<file path="src/rtl/q_stream_deframer_if.sv">
// Output handshake bundle of the Q-stream deframer: head word, its last-of-frame flag,
// and the valid/ready pair.
interface q_stream_deframer_if #(
  parameter int W = 8
);
  logic [W-1:0] out_data;
  logic         out_valid;
  logic         out_ready;
  logic         out_last;

  modport master (output out_data, output out_valid, output out_last, input out_ready);
  modport slave  (input out_data, input out_valid, input out_last, output out_ready);
endinterface

</file>
<file path="src/rtl/q_stream_deframer.sv">
// Serial deframer for the registered Q bit: hunts for SYNC_PAT, deserialises FRAME_WORDS
// MSB-first words and hands them out through a 2-entry buffer with sticky overflow.
//
//   state  | meaning
//   S_HUNT | collecting fresh bits, waiting for the sync word
//   S_DATA | deserialising the words of the current frame
module q_stream_deframer #(
  parameter int           W           = 8,
  parameter logic [W-1:0] SYNC_PAT    = 8'hA5,
  parameter int           FRAME_WORDS = 4
) (
  input  logic                clk,
  input  logic                rst,
  input  logic                q_in,
  input  logic                q_en,
  q_stream_deframer_if.master out_if,
  output logic                in_sync,
  output logic                overflow,
  output logic [7:0]          frame_cnt
);

  localparam int FILL_W = $clog2(W + 1);
  localparam int BIT_W  = $clog2(W);
  localparam logic [FILL_W-1:0] FILL_MAX  = FILL_W'(W);
  localparam logic [FILL_W-1:0] FILL_ARM  = FILL_W'(W - 1);
  localparam logic [BIT_W-1:0]  BIT_LAST  = BIT_W'(W - 1);
  localparam logic [7:0]        WORD_LAST = 8'(FRAME_WORDS - 1);

  typedef enum logic {S_HUNT, S_DATA} state_t;

  state_t            state_q, state_d;
  logic [W-1:0]      sh_q, sh_d;
  logic [FILL_W-1:0] fill_q, fill_d;
  logic [BIT_W-1:0]  bit_q, bit_d;
  logic [7:0]        word_q, word_d;
  logic [7:0]        frame_q, frame_d;

  // buffer entries carry {word, last}; head_q feeds the outputs directly
  logic [W:0]        head_q, head_d;
  logic [W:0]        tail_q, tail_d;
  logic [1:0]        cnt_q, cnt_d;
  logic              ovf_q, ovf_d;

  logic [W-1:0]      nxt;
  logic              push;
  logic              push_last;
  logic              pop;
  logic [1:0]        cnt_after_pop;

  always_comb begin
    state_d   = state_q;
    sh_d      = sh_q;
    fill_d    = fill_q;
    bit_d     = bit_q;
    word_d    = word_q;
    frame_d   = frame_q;
    push      = 1'b0;
    push_last = 1'b0;
    nxt       = {sh_q[W-2:0], q_in};

    if (q_en) begin
      sh_d = nxt;
      case (state_q)
        S_HUNT: begin
          if (fill_q != FILL_MAX) fill_d = fill_q + 1'b1;
          // fill gate keeps stale bits from the previous frame out of the match
          if (fill_q >= FILL_ARM && nxt == SYNC_PAT) begin
            state_d = S_DATA;
            bit_d   = '0;
            word_d  = '0;
            fill_d  = '0;
          end
        end
        S_DATA: begin
          if (bit_q == BIT_LAST) begin
            push      = 1'b1;
            push_last = (word_q == WORD_LAST);
            bit_d     = '0;
            if (push_last) begin
              frame_d = frame_q + 8'd1;
              state_d = S_HUNT;
              fill_d  = '0;
            end else begin
              word_d = word_q + 8'd1;
            end
          end else begin
            bit_d = bit_q + 1'b1;
          end
        end
        default: state_d = S_HUNT;
      endcase
    end
  end

  always_comb begin
    head_d        = head_q;
    tail_d        = tail_q;
    cnt_d         = cnt_q;
    ovf_d         = ovf_q;
    pop           = (cnt_q != 2'd0) && out_if.out_ready;
    cnt_after_pop = pop ? cnt_q - 2'd1 : cnt_q;

    if (pop && cnt_q == 2'd2) head_d = tail_q;
    cnt_d = cnt_after_pop;

    // pushing into a full buffer is fine as long as the head leaves on the same edge
    if (push) begin
      case (cnt_after_pop)
        2'd0: begin
          head_d = {nxt, push_last};
          cnt_d  = 2'd1;
        end
        2'd1: begin
          tail_d = {nxt, push_last};
          cnt_d  = 2'd2;
        end
        default: ovf_d = 1'b1;
      endcase
    end
  end

  always_ff @(posedge clk or negedge rst) begin
    if (!rst) begin
      state_q <= S_HUNT;
      sh_q    <= '0;
      fill_q  <= '0;
      bit_q   <= '0;
      word_q  <= '0;
      frame_q <= '0;
      head_q  <= '0;
      tail_q  <= '0;
      cnt_q   <= '0;
      ovf_q   <= 1'b0;
    end else begin
      state_q <= state_d;
      sh_q    <= sh_d;
      fill_q  <= fill_d;
      bit_q   <= bit_d;
      word_q  <= word_d;
      frame_q <= frame_d;
      head_q  <= head_d;
      tail_q  <= tail_d;
      cnt_q   <= cnt_d;
      ovf_q   <= ovf_d;
    end
  end

  assign out_if.out_data  = head_q[W:1];
  assign out_if.out_last  = head_q[0];
  assign out_if.out_valid = (cnt_q != 2'd0);
  assign in_sync          = (state_q == S_DATA);
  assign overflow         = ovf_q;
  assign frame_cnt        = frame_q;

endmodule
</file>
<file path="src/flat_wrapper.sv">
// flat-port wrapper written by rule: the top's interface ports become plain ports
module q_stream_deframer_flat 
#(
  parameter int           W           = 8,
  parameter logic [W-1:0] SYNC_PAT    = 8'hA5,
  parameter int           FRAME_WORDS = 4
)
  (clk, rst, q_in, q_en, in_sync, overflow, frame_cnt, out_if_out_data, out_if_out_valid, out_if_out_last, out_if_out_ready);
  q_stream_deframer_if #(.W(W)) out_if_i ();
  input  logic clk;
  input  logic rst;
  input  logic q_in;
  input  logic q_en;
  output logic in_sync;
  output logic overflow;
  output logic [7:0] frame_cnt;
  output wire logic [$bits(out_if_i.out_data)-1:0] out_if_out_data;
  output wire logic [$bits(out_if_i.out_valid)-1:0] out_if_out_valid;
  output wire logic [$bits(out_if_i.out_last)-1:0] out_if_out_last;
  input wire logic [$bits(out_if_i.out_ready)-1:0] out_if_out_ready;
  assign out_if_out_data = out_if_i.out_data;
  assign out_if_out_valid = out_if_i.out_valid;
  assign out_if_out_last = out_if_i.out_last;
  assign out_if_i.out_ready = out_if_out_ready;
  q_stream_deframer #(.W(W), .SYNC_PAT(SYNC_PAT), .FRAME_WORDS(FRAME_WORDS)) u_core (.clk(clk), .rst(rst), .q_in(q_in), .q_en(q_en), .out_if(out_if_i), .in_sync(in_sync), .overflow(overflow), .frame_cnt(frame_cnt));
endmodule
</file>
<file path="config.mk">
export PLATFORM = sky130hd
export DESIGN_NAME = q_stream_deframer_flat
export DESIGN_NICKNAME = d
export VERILOG_FILES = /design/src/rtl/q_stream_deframer_if.sv /design/src/rtl/q_stream_deframer.sv /design/src/flat_wrapper.sv
export SDC_FILE = /design/constraint.sdc
export NUM_CORES = 1
export LEC_CHECK = 0
export CORE_AREA = 2 2 71 73
export DETAILED_ROUTE_END_ITERATION = 12
export DIE_AREA = 0 0 73 75
export PLACE_DENSITY = 0.79
export SYNTH_ARGS = -nofsm -noshare
export SYNTH_HDL_FRONTEND = slang
export SYNTH_SLANG_ARGS = --single-unit
</file>
<file path="constraint.sdc">
create_clock -name clk -period 2.27 [get_ports clk]
set_input_delay 0.3405 -clock clk [delete_from_list [all_inputs] [get_ports clk]]
set_output_delay 0.3405 -clock clk [all_outputs]
set_load 0.03 [all_outputs]
</file>
==> results of run 1 <==
-- worst max-delay path: stages (launching register included) --
cell and delay (ns):
dfrtp_1 0.41, ha_1 0.25, or4b_4 0.53, or4_4 0.56
nor2_1 0.15, xor2_1 0.17
-- layout by cell type (no fill, tap or decap), types with 10 or more instances in the layout --
| master | n |
|---|---|
| dfrtp_1 | 52 |
| nor2_1 | 18 |
| clkdlybuf4s50_1 | 23 |
| ha_1 | 11 |
| nand2_1 | 12 |
| buf_4 | 12 |
| a21oi_1 | 11 |
| mux2_2 | 16 |
| mux2i_1 | 12 |
| inv_1 | 10 |
-- worst min-delay path by stage --
stage | end | slack (ns) | from | cells past startpoint
after floorplan | u_core.bit_q[0]$_DFFE_PN0P_ | 0.04 | rst | 0
after global placement | u_core.overflow$_DFFE_PN0P_ | 0.44 | u_core.overflow$_DFFE_PN0P_ | 1
after detailed placement | u_core.overflow$_DFFE_PN0P_ | 0.46 | u_core.overflow$_DFFE_PN0P_ | 1
after CTS | u_core.tail_q[2]$_DFFE_PN0P_ | 0.16 | rst | 2
after global routing | u_core.bit_q[1]$_DFFE_PN0P_ | 0.20 | rst | 2
final | u_core.word_q[5]$_DFFE_PN0P_ | 0.13 | rst | 2
-- cell type report --
cell class                 instances  area [um2]  share of cell area
sequential                        52        1300               0.430
multi-input combinational        155        1200               0.397
timing repair buffer              36         325               0.108
clock buffer                       5        68.8              0.0227
tap                               54        67.6              0.0223
inverter                          10        37.5              0.0124
clock inverter                     3        25.0             0.00827
-- power by group through the flow --
stage | clock network, mW | registers, mW | logic, mW
3_3_place_gp | 0 | 1.13 | 0.603
6_report | 0.538 | 1.12 | 0.626
4_1_cts | 0.560 | 1.12 | 0.638
5_1_grt | 0.594 | 1.14 | 0.719
3_5_place_dp | 0 | 1.14 | 0.634
2_1_floorplan | 0 | 1.12 | 0.427
-- registers in the layout, summed over array words and instances (netlist names) --
signal            count
u_core.cnt_q          2
u_core.tail_q         9
u_core.overflow       1
u_core.sh_q           7
u_core.word_q         8
u_core.fill_q         4
u_core.bit_q          3
u_core.head_q         9
u_core.frame_cnt      8
u_core.in_sync        1
-- through the flow --
stage / power [mW] / hold slack (ns)
final: 2.29 / 0.134
after global routing: 2.45 / 0.202
after CTS: 2.32 / 0.157
after detailed placement: 1.77 / 0.462
after global placement: 1.74 / 0.442
after floorplan: 1.55 / 0.0449
-- kinds of logic after synthesis --
family	after synthesis	share of synthesized area
and+or+nand+nor	71	0.165
DFF	52	0.509
AOI/OAI and AO/OA	37	0.103
muxes	28	0.117
buffers and inverters	17	0.0249
adders and majority gates	11	0.0538
xor gates and xnor gates	8	0.0274
-- routing by layer --
layer / up-vias / track usage
li1: 887 / -
met1: 900 / 0.259
met3: 4 / 0.0281
met2: 25 / 0.279
met4: 0 / 0.0453
met5: - / 0
==> metrics.yaml, run 1 <==
grt_max_degree: 53
clock-sinks: 52
gp_congestion: 0.756
stdcell_count: 315
synthFlopType: "dfrtp_1"
fin_util: 0.649
p_int_mw: 1.55
holdBufCountCts: 0
synth_nets: 240
start_kind: "flop"
coreArea_um2: 4660
synth.most_common_cell: "dfrtp_1"
r2r_end: "u_core.frame_cnt[5]$_DFFE_PN0P_"
clock_path_buffers: 2
fillCellCount: 363
yosys-top-cells-area: "dfrtp_1, mux2_2, ha_1"
via_per_inst: 5.77
vdd_drop_max_v: 0.000436
synth_edf_count: 0
critPathArrivalTime_ns: 2.36
ys_seq_area_frac: 0.509
period_share: 0.943
ys_async_sr_fraction: 1.00
firstDrtPassIters: 4
setup_ws_ns: 0.130
status: "finished clean"
seqPwrFrac: 0.490
grt_usage: 0.177
worst_pin_slew_ns: 0.639
clk_latency_ns: 0.30
via_count: 1816
maxCapViolCount: 0
clkTransAtPathRegs_ns: 0.10
synthTopCellsByCount: "dfrtp_1, nor2_1, mux2_2, mux2i_1, nand2_1"
ios: 25
drt_iter0_drc: 102
p_clk_frac: 0.236
drc: 0
tns_ns: 0
synthDominantCellAreaShare: 0.509
total_leakage_power_nw: 1.53
p_switching_uw: 735
r2r_setup_slack_ns: 0.13
syn_avg_cell_area_um2: 11.4
slew_headroom: 0.574
critPathCapture: "u_core.frame_cnt[5]$_DFFE_PN0P_"
fin_skew_ns: 0.00849
postCtsSetupRepairBufs: 0
final_layout_size_suffix_gt1_frac: 0.184
antennaDiodeCount: 0
wl_per_cell_um: 14.2
chipWidth_um: 73
crit_start: "u_core.word_q[1]$_DFFE_PN0P_"
met1_length_um: 2200
antenna_found_initial: 0
crit_type: "reg2reg"
syn-instance-count: 224
postRouteAntennaNets: 0
hp-class: "in2async"
hold_viol: 0
wl_um: 4460
fp-row-count: 25
r2r_cells: 5
netSwitchingFraction: 0.322
ys_warn_count: 0
cts_buffers: 5
p_per_area_nw_per_um2: 755
rsz0062_at_grt: "false"
place_hpwl_um: 3210
dpl.cell_count: 307
synth_area_leader_cell: "dfrtp_1"
syn2layout_area_growth_pct: 18.2
setup_violations: 0
drv_slew: 0
highest_layer: "met4"
worst-path-max-fanout: 6
grt_pass1_vias: 1720
syn-cell-area_um2: 2560
clock-root-buffer: "clkbuf_8"
critPathCaptureType: "flop"
ys_ff_latch: 52
synth_cell_type_count: 45
max_freq_mhz: 467
die_h_um: 75
die_area_um2: 5480
fin_area_um2: 3030
crit_required_ns: 2.49
post_cts_resized: 0
post-route-min-period_ns: 2.14
port_buffers: 24
overflow: 0
wl_met3_um: 100
r2r-start: "u_core.word_q[1]$_DFFE_PN0P_"
pre_cts_ws_ns: 0.0576
power_frac_comb: 0.274
grt_pass1_wl_um: 7710
routed-wl-met2_um: 2130
fin_nets: 276
cts_tree: "yes"
htree_levels: 2
start_util: 0.549
place_area_um2: 2930
(Power assumes the default switching activity.)
==> run 2: changes to the inputs <==
==> constraint.sdc (replaced) <==
create_clock -name clk -period 2.27 [get_ports clk]
set_input_delay 0.227 -clock clk [delete_from_list [all_inputs] [get_ports clk]]
set_output_delay 0.227 -clock clk [all_outputs]
set_load 0.03 [all_outputs]
==> run 2 against run 1 <==
Compared with the run above:
- combinational power up 1%
- final area up 0.41%
- cell count down 1.3%
- worst setup slack better by 0.0094 ns
- core utilization up 0.27 points
- total power up 5.5%
- sequential share of layout area down 0.18 points
- via count up 0.61%
- wire length up 6.9%
- sequential power about the same
- first-iteration DRC count down 16%
==> metrics.yaml, run 2 (same netlist as run 1, synthesis figures left out) <==
status: "finished clean"
via_count: 1827
drv_slew: 0
rsz0062_at_grt: "false"
cts_tree: "yes"
place_hpwl_um: 3410
slowest_delay_ns: 0.56
layout_commonest_cell: "dfrtp_1"
firstDrtPassIters: 4
stdcell_count: 311
postCtsSetupRepairBufs: 0
clock-root-buffer: "clkbuf_8"
via_per_inst: 5.87
post-route-min-period_ns: 2.13
r2r_cells: 5
clock_path_buffers: 2
clk_latency_ns: 0.31
grt_max_degree: 31
clock-sinks: 52
power_frac_comb: 0.263
wl_per_cell_um: 15.3
final_cell_mix: "dfrtp_1, clkdlybuf4s50_1, nor2_1"
hold_viol: 0
r2r-start: "u_core.word_q[0]$_DFFE_PN0P_"
cts_buffers: 5
crit_type: "reg2reg"
total_leakage_power_nw: 1.53
drc: 0
port_buffers: 24
worst_pin_slew_ns: 0.588
r2r_setup_slack_ns: 0.14
maxCapViolCount: 0
start_util: 0.549
fin_area_um2: 3040
grt_pass1_vias: 1749
coreArea_um2: 4660
critPathCapture: "u_core.frame_cnt[5]$_DFFE_PN0P_"
overflow: 0
reg_top3: "u_core.head_q x9, u_core.tail_q x9"
antenna_found_initial: 0
htree_levels: 2
p_int_mw: 1.65
critPathArrivalTime_ns: 2.37
antennaDiodeCount: 0
tns_ns: 0
path_cells: "ha_1 -> or4b_4 -> or4_4 -> nor2_1 -> xor2_1"
grt_pass1_wl_um: 8010
p_clk_frac: 0.269
grt_usage: 0.190
vdd_drop_max_v: 0.000358
path_buf_inv: 0
p_switching_uw: 762
ios: 25
seqPwrFrac: 0.467
gp_congestion: 0.821
postRouteAntennaNets: 0
place_area_um2: 2900
syn2layout_area_growth_pct: 18.7
clkTransAtPathRegs_ns: 0.10
fin_skew_ns: 0.00877
slew_headroom: 0.607
final_layout_size_suffix_gt1_frac: 0.175
hp-class: "in2async"
start_kind: "flop"
period_share: 0.939
wl_um: 4770
crit_required_ns: 2.51
crit_start: "u_core.word_q[0]$_DFFE_PN0P_"
dpl.cell_count: 302
drt_iter0_drc: 86
path_depth: 5
cp_slowest_cell: "or4_4"
crit_family: "simple AND/OR/NAND/NOR gates"
chipWidth_um: 73
max_freq_mhz: 469
fin_nets: 272
p_per_area_nw_per_um2: 793
r2r_end: "u_core.frame_cnt[5]$_DFFE_PN0P_"
setup_violations: 0
worst-path-max-fanout: 6
die_area_um2: 5480
critPathCaptureType: "flop"
fp-row-count: 25
die_h_um: 75
netSwitchingFraction: 0.316
run 2: cell types whose count changed in the layout (fill, tap and decap cells not counted):
| cell | change |
|---|---|
| buf_4 | -6 |
| a21oi_1 | -1 |
| bufinv_16 | +1 |
| inv_6 | -1 |
| nand2_2 | +1 |
| nand2_1 | -1 |
| a21oi_2 | +1 |
| dlygate4sd3_1 | +1 |
| buf_12 | +1 |
run 2: final cells by class:
class,count,area [um2]
sequential,52,1300
fill,360,1620
timing repair buffer,32,310
clock buffer,5,68.8
multi-input combinational,155,1210
inverter,10,37.5
clock inverter,3,46.3
tap,54,67.6
run 2: power by group through the flow:
stage / Clock, mW / Sequential (mW) / Combinational (mW)
floorplan: 0 / 1.12 / 0.427
global placement: 0 / 1.14 / 0.584
detailed placement: 0 / 1.14 / 0.620
CTS: 0.668 / 1.12 / 0.635
global route: 0.697 / 1.14 / 0.713
finish: 0.649 / 1.13 / 0.635
run 2: how the worst min path moves through the flow:
stage	startpoint	endpoint	slack (ns)	cells past startpoint
2_1_floorplan	rst	u_core.bit_q[0]$_DFFE_PN0P_	-0.07	0
3_3_place_gp	rst	u_core.word_q[3]$_DFFE_PN0P_	0.24	1
3_5_place_dp	rst	u_core.word_q[3]$_DFFE_PN0P_	0.24	1
4_1_cts	rst	u_core.frame_cnt[2]$_DFFE_PN0P_	0.43	2
5_1_grt	rst	u_core.frame_cnt[2]$_DFFE_PN0P_	0.49	2
6_report	rst	u_core.frame_cnt[2]$_DFFE_PN0P_	0.43	2
run 2: through the flow:
step | hold slack, ns | setup slack, ns | util | power (mW)
2_1_floorplan | -0.0686 | 0.281 | - | 1.55
3_3_place_gp | 0.239 | 0.170 | 0.622 | 1.72
3_5_place_dp | 0.238 | 0.0930 | 0.622 | 1.76
4_1_cts | 0.433 | 0.0313 | 0.649 | 2.43
5_1_grt | 0.489 | 0.00715 | 0.652 | 2.55
6_report | 0.427 | 0.139 | 0.652 | 2.41
run 2: worst register-to-register path, stage by stage (launching register included):
cell     delay [ns]
dfrtp_1        0.41
ha_1           0.27
or4b_4         0.53
or4_4          0.56
nor2_1         0.15
xor2_1         0.15
run 2: metal layers:
metal / global-route usage / vias to the layer above / wire, um
met3: 0.0469 / 5 / 119
met4: 0.0597 / 0 / 42
li1: - / 874 / -
met5: 0 / - / 0
met1: 0.260 / 924 / 2300
met2: 0.298 / 24 / 2310
run 2: repair_timing:
| action | in CTS | in global routing |
|---|---|---|
| hold buffers | 1 | 0 |
| endpoints found under the hold margin | 22 | 0 |
| resized for setup | 0 | 3 |
| endpoints found under the setup margin | 0 | 10 |
